File: src/rtl/alu_result_collector.sv
// ALU result collector: captures one flagged unit result per cycle by fixed priority, queues it
// with its unit ID and presents it over valid/ready. Optional RESULT_PARITY_EN adds out_parity.
module alu_result_collector #(
    parameter int unsigned DATA_WIDTH = 16,
    parameter int unsigned FIFO_DEPTH = 4
) (
    input  logic                          clk,
    input  logic                          rst,
    input  logic [DATA_WIDTH-1:0]         arith_out,
    input  logic                          arith_flag,
    input  logic [DATA_WIDTH-1:0]         logic_out,
    input  logic                          logic_flag,
    input  logic [DATA_WIDTH-1:0]         cmp_out,
    input  logic                          cmp_flag,
    input  logic [DATA_WIDTH-1:0]         shift_out,
    input  logic                          shift_flag,
    input  logic                          out_ready,
    input  logic                          err_clr,
    output logic                          out_valid,
    output logic [DATA_WIDTH-1:0]         out_data,
    output logic [1:0]                    out_unit,
`ifdef RESULT_PARITY_EN
    output logic                          out_parity,
`endif
    output logic [$clog2(FIFO_DEPTH):0]   fifo_count,
    output logic                          overflow_err,
    output logic                          multi_flag_err
);

    localparam int unsigned AW = $clog2(FIFO_DEPTH);
    localparam int unsigned PW = AW + 1;
`ifdef RESULT_PARITY_EN
    localparam int unsigned EW = DATA_WIDTH + 3;
`else
    localparam int unsigned EW = DATA_WIDTH + 2;
`endif

    typedef enum logic [1:0] {
        UnitArith = 2'b00,
        UnitLogic = 2'b01,
        UnitCmp   = 2'b10,
        UnitShift = 2'b11
    } unit_e;

    logic [EW-1:0]         r_mem [FIFO_DEPTH];
    logic [PW-1:0]         r_wr_ptr;
    logic [PW-1:0]         r_rd_ptr;
    logic [PW-1:0]         r_count;
    logic                  r_overflow_err;
    logic                  r_multi_flag_err;

    logic                  w_wr_req;
    logic                  w_multi;
    unit_e                 w_sel_unit;
    logic [DATA_WIDTH-1:0] w_sel_data;
    logic [EW-1:0]         w_entry;
    logic                  w_full;
    logic                  w_empty;
    logic                  w_rd;
    logic                  w_wr;
    logic                  w_ovf_evt;
    logic [PW-1:0]         w_wr_ptr_d;
    logic [PW-1:0]         w_rd_ptr_d;
    logic [PW-1:0]         w_count_d;
    logic                  w_overflow_err_d;
    logic                  w_multi_flag_err_d;
    logic [EW-1:0]         w_head;

    // Fixed priority: arith > logic > cmp > shift; lower-priority results are discarded.
    always_comb begin
        w_sel_unit = UnitArith;
        w_sel_data = arith_out;
        if (arith_flag) begin
            w_sel_unit = UnitArith;
            w_sel_data = arith_out;
        end else if (logic_flag) begin
            w_sel_unit = UnitLogic;
            w_sel_data = logic_out;
        end else if (cmp_flag) begin
            w_sel_unit = UnitCmp;
            w_sel_data = cmp_out;
        end else if (shift_flag) begin
            w_sel_unit = UnitShift;
            w_sel_data = shift_out;
        end
    end

    always_comb begin
        w_wr_req = arith_flag | logic_flag | cmp_flag | shift_flag;
        w_multi  = (arith_flag & logic_flag) | (arith_flag & cmp_flag) |
                   (arith_flag & shift_flag) | (logic_flag & cmp_flag) |
                   (logic_flag & shift_flag) | (cmp_flag & shift_flag);
`ifdef RESULT_PARITY_EN
        w_entry  = {^{w_sel_unit, w_sel_data}, w_sel_unit, w_sel_data};
`else
        w_entry  = {w_sel_unit, w_sel_data};
`endif
    end

    // A full FIFO still accepts a write when the head is read in the same cycle.
    always_comb begin
        w_full     = (r_count == PW'(FIFO_DEPTH));
        w_empty    = (r_count == '0);
        w_rd       = !w_empty && out_ready;
        w_wr       = w_wr_req && (!w_full || w_rd);
        w_ovf_evt  = w_wr_req && w_full && !w_rd;
        w_wr_ptr_d = r_wr_ptr + PW'(w_wr);
        w_rd_ptr_d = r_rd_ptr + PW'(w_rd);
        w_count_d  = w_wr_ptr_d - w_rd_ptr_d;
    end

    // A new error in the same cycle as err_clr wins over the clear.
    always_comb begin
        w_overflow_err_d   = (r_overflow_err & ~err_clr) | w_ovf_evt;
        w_multi_flag_err_d = (r_multi_flag_err & ~err_clr) | w_multi;
    end

    always_ff @(posedge clk or negedge rst) begin
        if (!rst) begin
            r_wr_ptr         <= '0;
            r_rd_ptr         <= '0;
            r_count          <= '0;
            r_overflow_err   <= 1'b0;
            r_multi_flag_err <= 1'b0;
        end else begin
            r_wr_ptr         <= w_wr_ptr_d;
            r_rd_ptr         <= w_rd_ptr_d;
            r_count          <= w_count_d;
            r_overflow_err   <= w_overflow_err_d;
            r_multi_flag_err <= w_multi_flag_err_d;
        end
    end

    always_ff @(posedge clk) begin
        if (w_wr) begin
            r_mem[r_wr_ptr[AW-1:0]] <= w_entry;
        end
    end

    // Head fields are masked while empty so reset and idle present all-zero outputs.
    always_comb begin
        w_head         = r_mem[r_rd_ptr[AW-1:0]];
        out_valid      = !w_empty;
        out_data       = out_valid ? w_head[DATA_WIDTH-1:0] : '0;
        out_unit       = out_valid ? w_head[DATA_WIDTH+1:DATA_WIDTH] : 2'b00;
`ifdef RESULT_PARITY_EN
        out_parity     = out_valid ? w_head[DATA_WIDTH+2] : 1'b0;
`endif
        fifo_count     = r_count;
        overflow_err   = r_overflow_err;
        multi_flag_err = r_multi_flag_err;
    end

endmodule

File: config.mk
export PLATFORM = sky130hd
export DESIGN_NAME = alu_result_collector
export DESIGN_NICKNAME = d
export VERILOG_FILES = /design/src/rtl/alu_result_collector.sv
export SDC_FILE = /design/constraint.sdc
export NUM_CORES = 1
export LEC_CHECK = 0
export ABC_AREA = 1
export CAP_MARGIN = 20
export CORE_MARGIN = 5
export CORE_UTILIZATION = 23
export DETAILED_ROUTE_END_ITERATION = 10
export SLEW_MARGIN = 20
export SYNTH_ARGS = -nofsm -noshare
export SYNTH_HDL_FRONTEND = slang
export SYNTH_SLANG_ARGS = --single-unit
File: constraint.sdc
create_clock -name clk -period 2.85 [get_ports clk]
set_clock_uncertainty 0.05 [all_clocks]
set_input_delay 0.57 -clock clk [delete_from_list [all_inputs] [get_ports clk]]
set_output_delay 0.57 -clock clk [all_outputs]
set_load 0.02 [all_outputs]
==> results by group, run 1 <==
Power and ir drop
  • Share of power burned in registers: 0.337
  • Clock power share: 0.201
  • Leak: 2.48 nW
  • Power density over the cells: 1000 mW/mm^2
  • Sw frac: 0.377
  • Power Internal: 0.00365 W
  • Combinational share of power: 0.462
  • VDD IR max: 409 uV
  • Switch Pwr: 0.00221 W

Yosys
  • Post-Syn Area: 0.00438 mm^2
  • Most frequently used flop master after synthesis: edfxtp_1
  • Most frequent cell after synthesis: nand2_1
  • Synth warnings: 0
  • Distinct cells, synth: 25
  • Post-synth ARST share: 0.133
  • Synth Instances: 497
  • Synth area leader: edfxtp_1
  • FF+latch count, synth: 83
  • Avg Cell Area, Syn: 8.80 um^2
  • Post-synth EDFFs: 72
  • Mapped Nets: 575
  • Synth cell count leaders: nand2_1, edfxtp_1, inv_1
  • Synth top area cells: edfxtp_1, nand2_1, dfrtp_1
  • Sequential element share of the synthesized area: 0.557
  • Share of the synthesized area in the top cell type: 0.494

STA
  • Maximum clock rate: 366 MHz
  • Final hold vios: 0
  • Setup violators final: 0
  • Setup TNS: 0 ns
  • Min Tclk post-route: 2.73 ns
  • Actual slew at the worst max-slew pin: 0.495 ns
  • Fin Hold WS: 0.435 ns
  • Final Cycle Share: 0.960
  • Fin. max-slew vios: 0
  • RSZ-0062 raised after global routing: no
  • Slew Limit Headroom: 0.669

Routing
  • DRT Wirelength: 11.1 mm
  • Post-route antenna net violation count: 0
  • Iter 0 DRT Violations: 183
  • DRC viols: 0
  • First-pass DRT Iterations: 4
  • DR vias/cell: 4.15
  • DR WL/cell: 13.4 um
  • Vias: 3447

Place
  • IO buf count: 95
  • Post-DP HPWL: 7.87 mm
  • Routability cong.: 0.760
  • Placed Instance Area: 0.00552 mm^2
  • DP Cell Count: 816

Clock tree
  • Post-cts resize count: 0
  • H-tree depth: 3
  • Total CTS buffers: 9
  • CTS tree: built
  • Post-CTS Setup Bufs: 0
  • CTS Root Cell: clkbuf_16
  • Clk slew on worst S/H paths: 0.06 ns
  • # hold bufs at CTS: 0
  • Sink Count: 83
  • Worst-Skew Late Latency: 0.33 ns
  • CTS max path bufs: 2

GRT
  • Vias in the first global route: 3328
  • Grt ovf: 0
  • Tot GR Track Use: 0.102
  • First-pass GRT wire length: 17.6 mm
  • Largest net degree at the start of global routing: 38
  • Initial antenna violation count: 0

Setup path
  • CP max FO: 37
  • Arrival @ worst endpoint: 2.11 ns
  • WP data required: 2.23 ns
  • Critical path class: flip-flop to output port
  • Startpoint class of the critical path: flip-flop
  • CP endpoint kind: output port

Final layout
  • Fin cells: 831
  • Design area: 0.00584 mm^2
  • Layout cell share with drive strength beyond 1: 0.0771
  • Core Util, Final: 0.312
  • Nets: 671
  • Synthesis-to-layout area growth: 33.4%
  • Antenna Cells: 0

Floorplanning
  • # rows: 50
  • Initial Util: 0.234
  • Core Area: 0.0187 mm^2
  • Die span in x: 148 um
  • Chip Height: 148 um
  • IO Count: 96
  • Die area: 0.0219 mm^2

Flow run
  • Max-Cap Viols: 0

Hold path
  • Worst min-delay path category: flip-flop to flip-flop

Status
  • Result of the run: finished clean
worst max-delay path: stages, from the launching register on:
cell and delay [ns]:
dfrtp_1 0.48, buf_12 0.25, nand2_1 0.07, nand2_1 0.06, nand2_1 0.05, a21oi_1 0.22
clkdlybuf4s50_1 0.65
power groups by stage:
| stage | Combinational [W] | Sequential [W] | Clock [W] |
|---|---|---|---|
| 3_5_place_dp | 0.00277 | 0.00199 | 0 |
| 3_3_place_gp | 0.00275 | 0.00199 | 0 |
| 5_1_grt | 0.00301 | 0.00201 | 0.00126 |
| 4_1_cts | 0.00277 | 0.00197 | 0.00120 |
| 2_1_floorplan | 0.00163 | 0.00200 | 0 |
| 6_report | 0.00271 | 0.00197 | 0.00118 |
per-layer routing:
layer,share of wire,global-route usage,wire length [um]
met2,0.46,0.163,5110
met4,0.013,0.0346,150
met1,0.46,0.135,5120
met5,0,0,0
met3,0.066,0.0279,739
through the flow:
stage / setup slack (ns) / power [W]
3_5_place_dp: 0.0522 / 0.00476
6_report: 0.115 / 0.00586
3_3_place_gp: 0.0765 / 0.00473
5_1_grt: 0.00219 / 0.00628
2_1_floorplan: 0.427 / 0.00363
4_1_cts: 0.00548 / 0.00595
final timing paths:
check	end	from	cells after the start	slack [ns]
hold / removal	overflow_err	overflow_err	2	0.43
max in group asynchronous	r_rd_ptr[0]	rst	1	1.89
setup / recovery	out_data[4]	r_rd_ptr[0]	6	0.12
setup reg to reg	fifo_count[2]	fifo_count[1]	11	0.68
hold reg to reg	overflow_err	overflow_err	2	0.43
min in group asynchronous	fifo_count[0]	rst	1	0.53
flip-flops by register name, summed over array words and instances, names as in the netlist:
name	count
r_mem	72
fifo_count	3
r_rd_ptr	3
r_wr_ptr	3
multi_flag_err	1
overflow_err	1
placed cells by master (no fill, tap or decap):
master,count
nand3_2,9
inv_2,1
nor2_4,1
inv_8,1
xnor2_1,1
fa_1,1
nand3_1,45
clkbuf_1,1
buf_12,1
clkbuf_16,9
a21oi_2,1
buf_4,14
ha_1,5
dfrtp_1,11
a21oi_1,34
o21ai_0,1
nand2_1,192
nand4_1,2
inv_6,1
inv_4,1
nor2_1,39
dlymetal6s2s_1,1
nor2_2,2
inv_1,52
clkinv_2,2
clkdlybuf4s50_1,94
edfxtp_1,72
bufinv_16,2
clkinv_4,1
cells by family after synthesis:
logic type | synth area share
adders and majority gates | 0.0189
buffers and inverters | 0.102
and+or+nand+nor | 0.279
xor gates and xnor gates | 0.00200
AOI/OAI and AO/OA | 0.0420
DFF | 0.557
layout make-up:
cell class              count  area (um^2)
clock buffers              10          229
clock inverters             5         78.8
fillers                  1920        12900
inverters                  56          225
multi-input cells         333         1490
flip-flops and latches     83         2440
well taps                 234          293
repair buffers            110         1080
Note: power is estimated with default switching activity, not from simulation.
==> run 2, diff against run 1 <==
--- a/config.mk
+++ b/config.mk
@@ -10,6 +10,7 @@
 export CORE_MARGIN = 5
 export CORE_UTILIZATION = 23
 export DETAILED_ROUTE_END_ITERATION = 10
+export GPL_TIMING_DRIVEN = 1
 export SLEW_MARGIN = 20
 export SYNTH_ARGS = -nofsm -noshare
 export SYNTH_HDL_FRONTEND = slang
==> results of run 2 <==
No change in the layout: final DEF, timing and power equal those of run 1.
==> run 3, diff against run 2 <==
--- a/config.mk
+++ b/config.mk
@@ -8,9 +8,10 @@
 export ABC_AREA = 1
 export CAP_MARGIN = 20
 export CORE_MARGIN = 5
-export CORE_UTILIZATION = 23
+export CORE_UTILIZATION = 50
 export DETAILED_ROUTE_END_ITERATION = 10
 export GPL_TIMING_DRIVEN = 1
+export PLACE_DENSITY = 0.79
 export SLEW_MARGIN = 20
 export SYNTH_ARGS = -nofsm -noshare
 export SYNTH_HDL_FRONTEND = slang
==> results by group, run 3 (synthesis results as in run 1) <==
Setup path
  • Critical path class: flip-flop to output port
  • FF-to-FF setup slack: 0.57 ns
  • CP endpoint kind: output port
  • CP max FO: 18
  • WP data required: 2.23 ns
  • Arrival @ worst endpoint: 2.12 ns
  • Startpoint class of the critical path: flip-flop

Routing
  • Post-route antenna net violation count: 0
  • DR vias/cell: 5.11
  • Vias: 3607
  • First-pass DRT Iterations: 5
  • DRC viols: 0
  • DR WL/cell: 14.6 um
  • DRT Wirelength: 10.3 mm
  • Iter 0 DRT Violations: 238

Hold path
  • Worst min-delay path category: flip-flop to flip-flop

Place
  • Placed Instance Area: 0.00536 mm^2
  • Routability cong.: 0.779
  • IO buf count: 95
  • Post-DP HPWL: 7.20 mm

Clock tree
  • Sink Count: 83
  • Clk slew on worst S/H paths: 0.08 ns
  • Worst-Skew Late Latency: 0.35 ns
  • Total CTS buffers: 9
  • H-tree depth: 3
  • CTS max path bufs: 2
  • CTS Root Cell: clkbuf_8
  • # hold bufs at CTS: 0
  • CTS tree: built

STA
  • Maximum clock rate: 365 MHz
  • Actual slew at the worst max-slew pin: 0.486 ns
  • Min Tclk post-route: 2.74 ns
  • Final hold vios: 0
  • Setup violators final: 0
  • Fin. max-slew vios: 0
  • Slew Limit Headroom: 0.675
  • Setup TNS: 0 ns
  • Final Cycle Share: 0.961
  • RSZ-0062 raised after global routing: yes

Floorplanning
  • Core Area: 0.00864 mm^2
  • Die span in x: 104 um
  • Initial Util: 0.507
  • Die area: 0.0107 mm^2
  • IO Count: 96
  • # rows: 34
  • Chip Height: 104 um

Final layout
  • Design area: 0.00555 mm^2
  • Synthesis-to-layout area growth: 26.8%
  • Max reg flops: 72
  • Nets: 672
  • Most frequent cells in the layout: nand2_1, clkdlybuf4s50_1, edfxtp_1
  • Layout cell share with drive strength beyond 1: 0.0786
  • Commonest non-fill, non-tap cell in the layout: nand2_1
  • Antenna Cells: 0
  • Fill count: 684

GRT
  • Initial antenna violation count: 0
  • First-pass GRT wire length: 17.4 mm
  • Grt ovf: 0
  • Largest net degree at the start of global routing: 37
  • Vias in the first global route: 3785
  • Tot GR Track Use: 0.197

Power and ir drop
  • Switch Pwr: 0.00216 W
  • Pwr Total: 0.00545 W
  • Power Internal: 0.00329 W
  • Share of power burned in registers: 0.363
  • Leak: 2.40 nW
  • Power density over the cells: 983 mW/mm^2
  • Sw frac: 0.396
  • Combinational share of power: 0.493
  • VDD IR max: 485 uV
  • Clock power share: 0.144

Flow run
  • Max-Cap Viols: 0

Status
  • Result of the run: finished clean
==> run 3: cell types whose count changed in the layout (fill, tap and decap cells not counted), sizes merged <==
| cell | delta |
|---|---|
| clkinvlp | +1 |
| buf | +1 |
| bufinv | -1 |
| clkdlybuf4s50 | +1 |
| dlymetal6s2s | -1 |
==> run 3: path summary, 6_finish.rpt <==
kind,startpoint,endpoint,depth (start not counted)
max in group asynchronous,rst,r_wr_ptr[0],1
hold / removal,overflow_err,overflow_err,2
hold reg to reg,overflow_err,overflow_err,2
setup / recovery,r_rd_ptr[0],out_data[4],6
setup reg to reg,fifo_count[1],fifo_count[2],12
min in group asynchronous,rst,overflow_err,1
==> run 3: repair_timing <==
item	4_1_cts	5_1_grt
resized for setup	0	3
setup buffers	0	0
setup endpoints to repair	0	12
hold endpoints to repair	0	0
==> run 3: final cells by class <==
type	instances	area (um^2)	area share
Clock buffer	10	128	0.0230
Clock inverter	5	55.1	0.00992
Inverter	56	223	0.0401
Multi-Input combinational cell	333	1500	0.270
Sequential cell	83	2440	0.439
Tap cell	108	135	0.0244
Timing Repair Buffer	111	1070	0.194
==> run 3: worst max-delay path: stages, from the launching register on <==
cell and delay, ns:
dfrtp_1 0.45, buf_4 0.27, nand2_1 0.08, nand2_1 0.07, nand2_1 0.04, a21oi_1 0.22
clkdlybuf4s50_1 0.65
==> run 3: metal layers <==
metal / global-route usage / up-vias / routed length (um)
li1: - / 1783 / -
met1: 0.246 / 1643 / 4200
met2: 0.339 / 167 / 5100
met3: 0.0423 / 14 / 841
met4: 0.0637 / 0 / 163
met5: 0 / - / 0
==> run 3: power by group through the flow <==
| stage | combinational [W] | sequential [W] | clock (W) |
|---|---|---|---|
| 2_1_floorplan | 0.00163 | 0.00200 | 0 |
| 3_3_place_gp | 0.00261 | 0.00197 | 0 |
| 3_5_place_dp | 0.00269 | 0.00200 | 0 |
| 4_1_cts | 0.00271 | 0.00197 | 0.000801 |
| 5_1_grt | 0.00297 | 0.00201 | 0.000847 |
| 6_report | 0.00269 | 0.00198 | 0.000788 |
==> run 3: stage by stage <==
stage	setup WS [ns]	hold slack [ns]	utilization	instances
2_1_floorplan	0.427	0.224	-	497
3_3_place_gp	0.0994	0.414	0.620	691
3_5_place_dp	-0.00861	0.420	0.620	691
4_1_cts	0.0387	0.442	0.642	706
5_1_grt	-0.0356	0.460	0.643	706
6_report	0.111	0.441	0.643	706
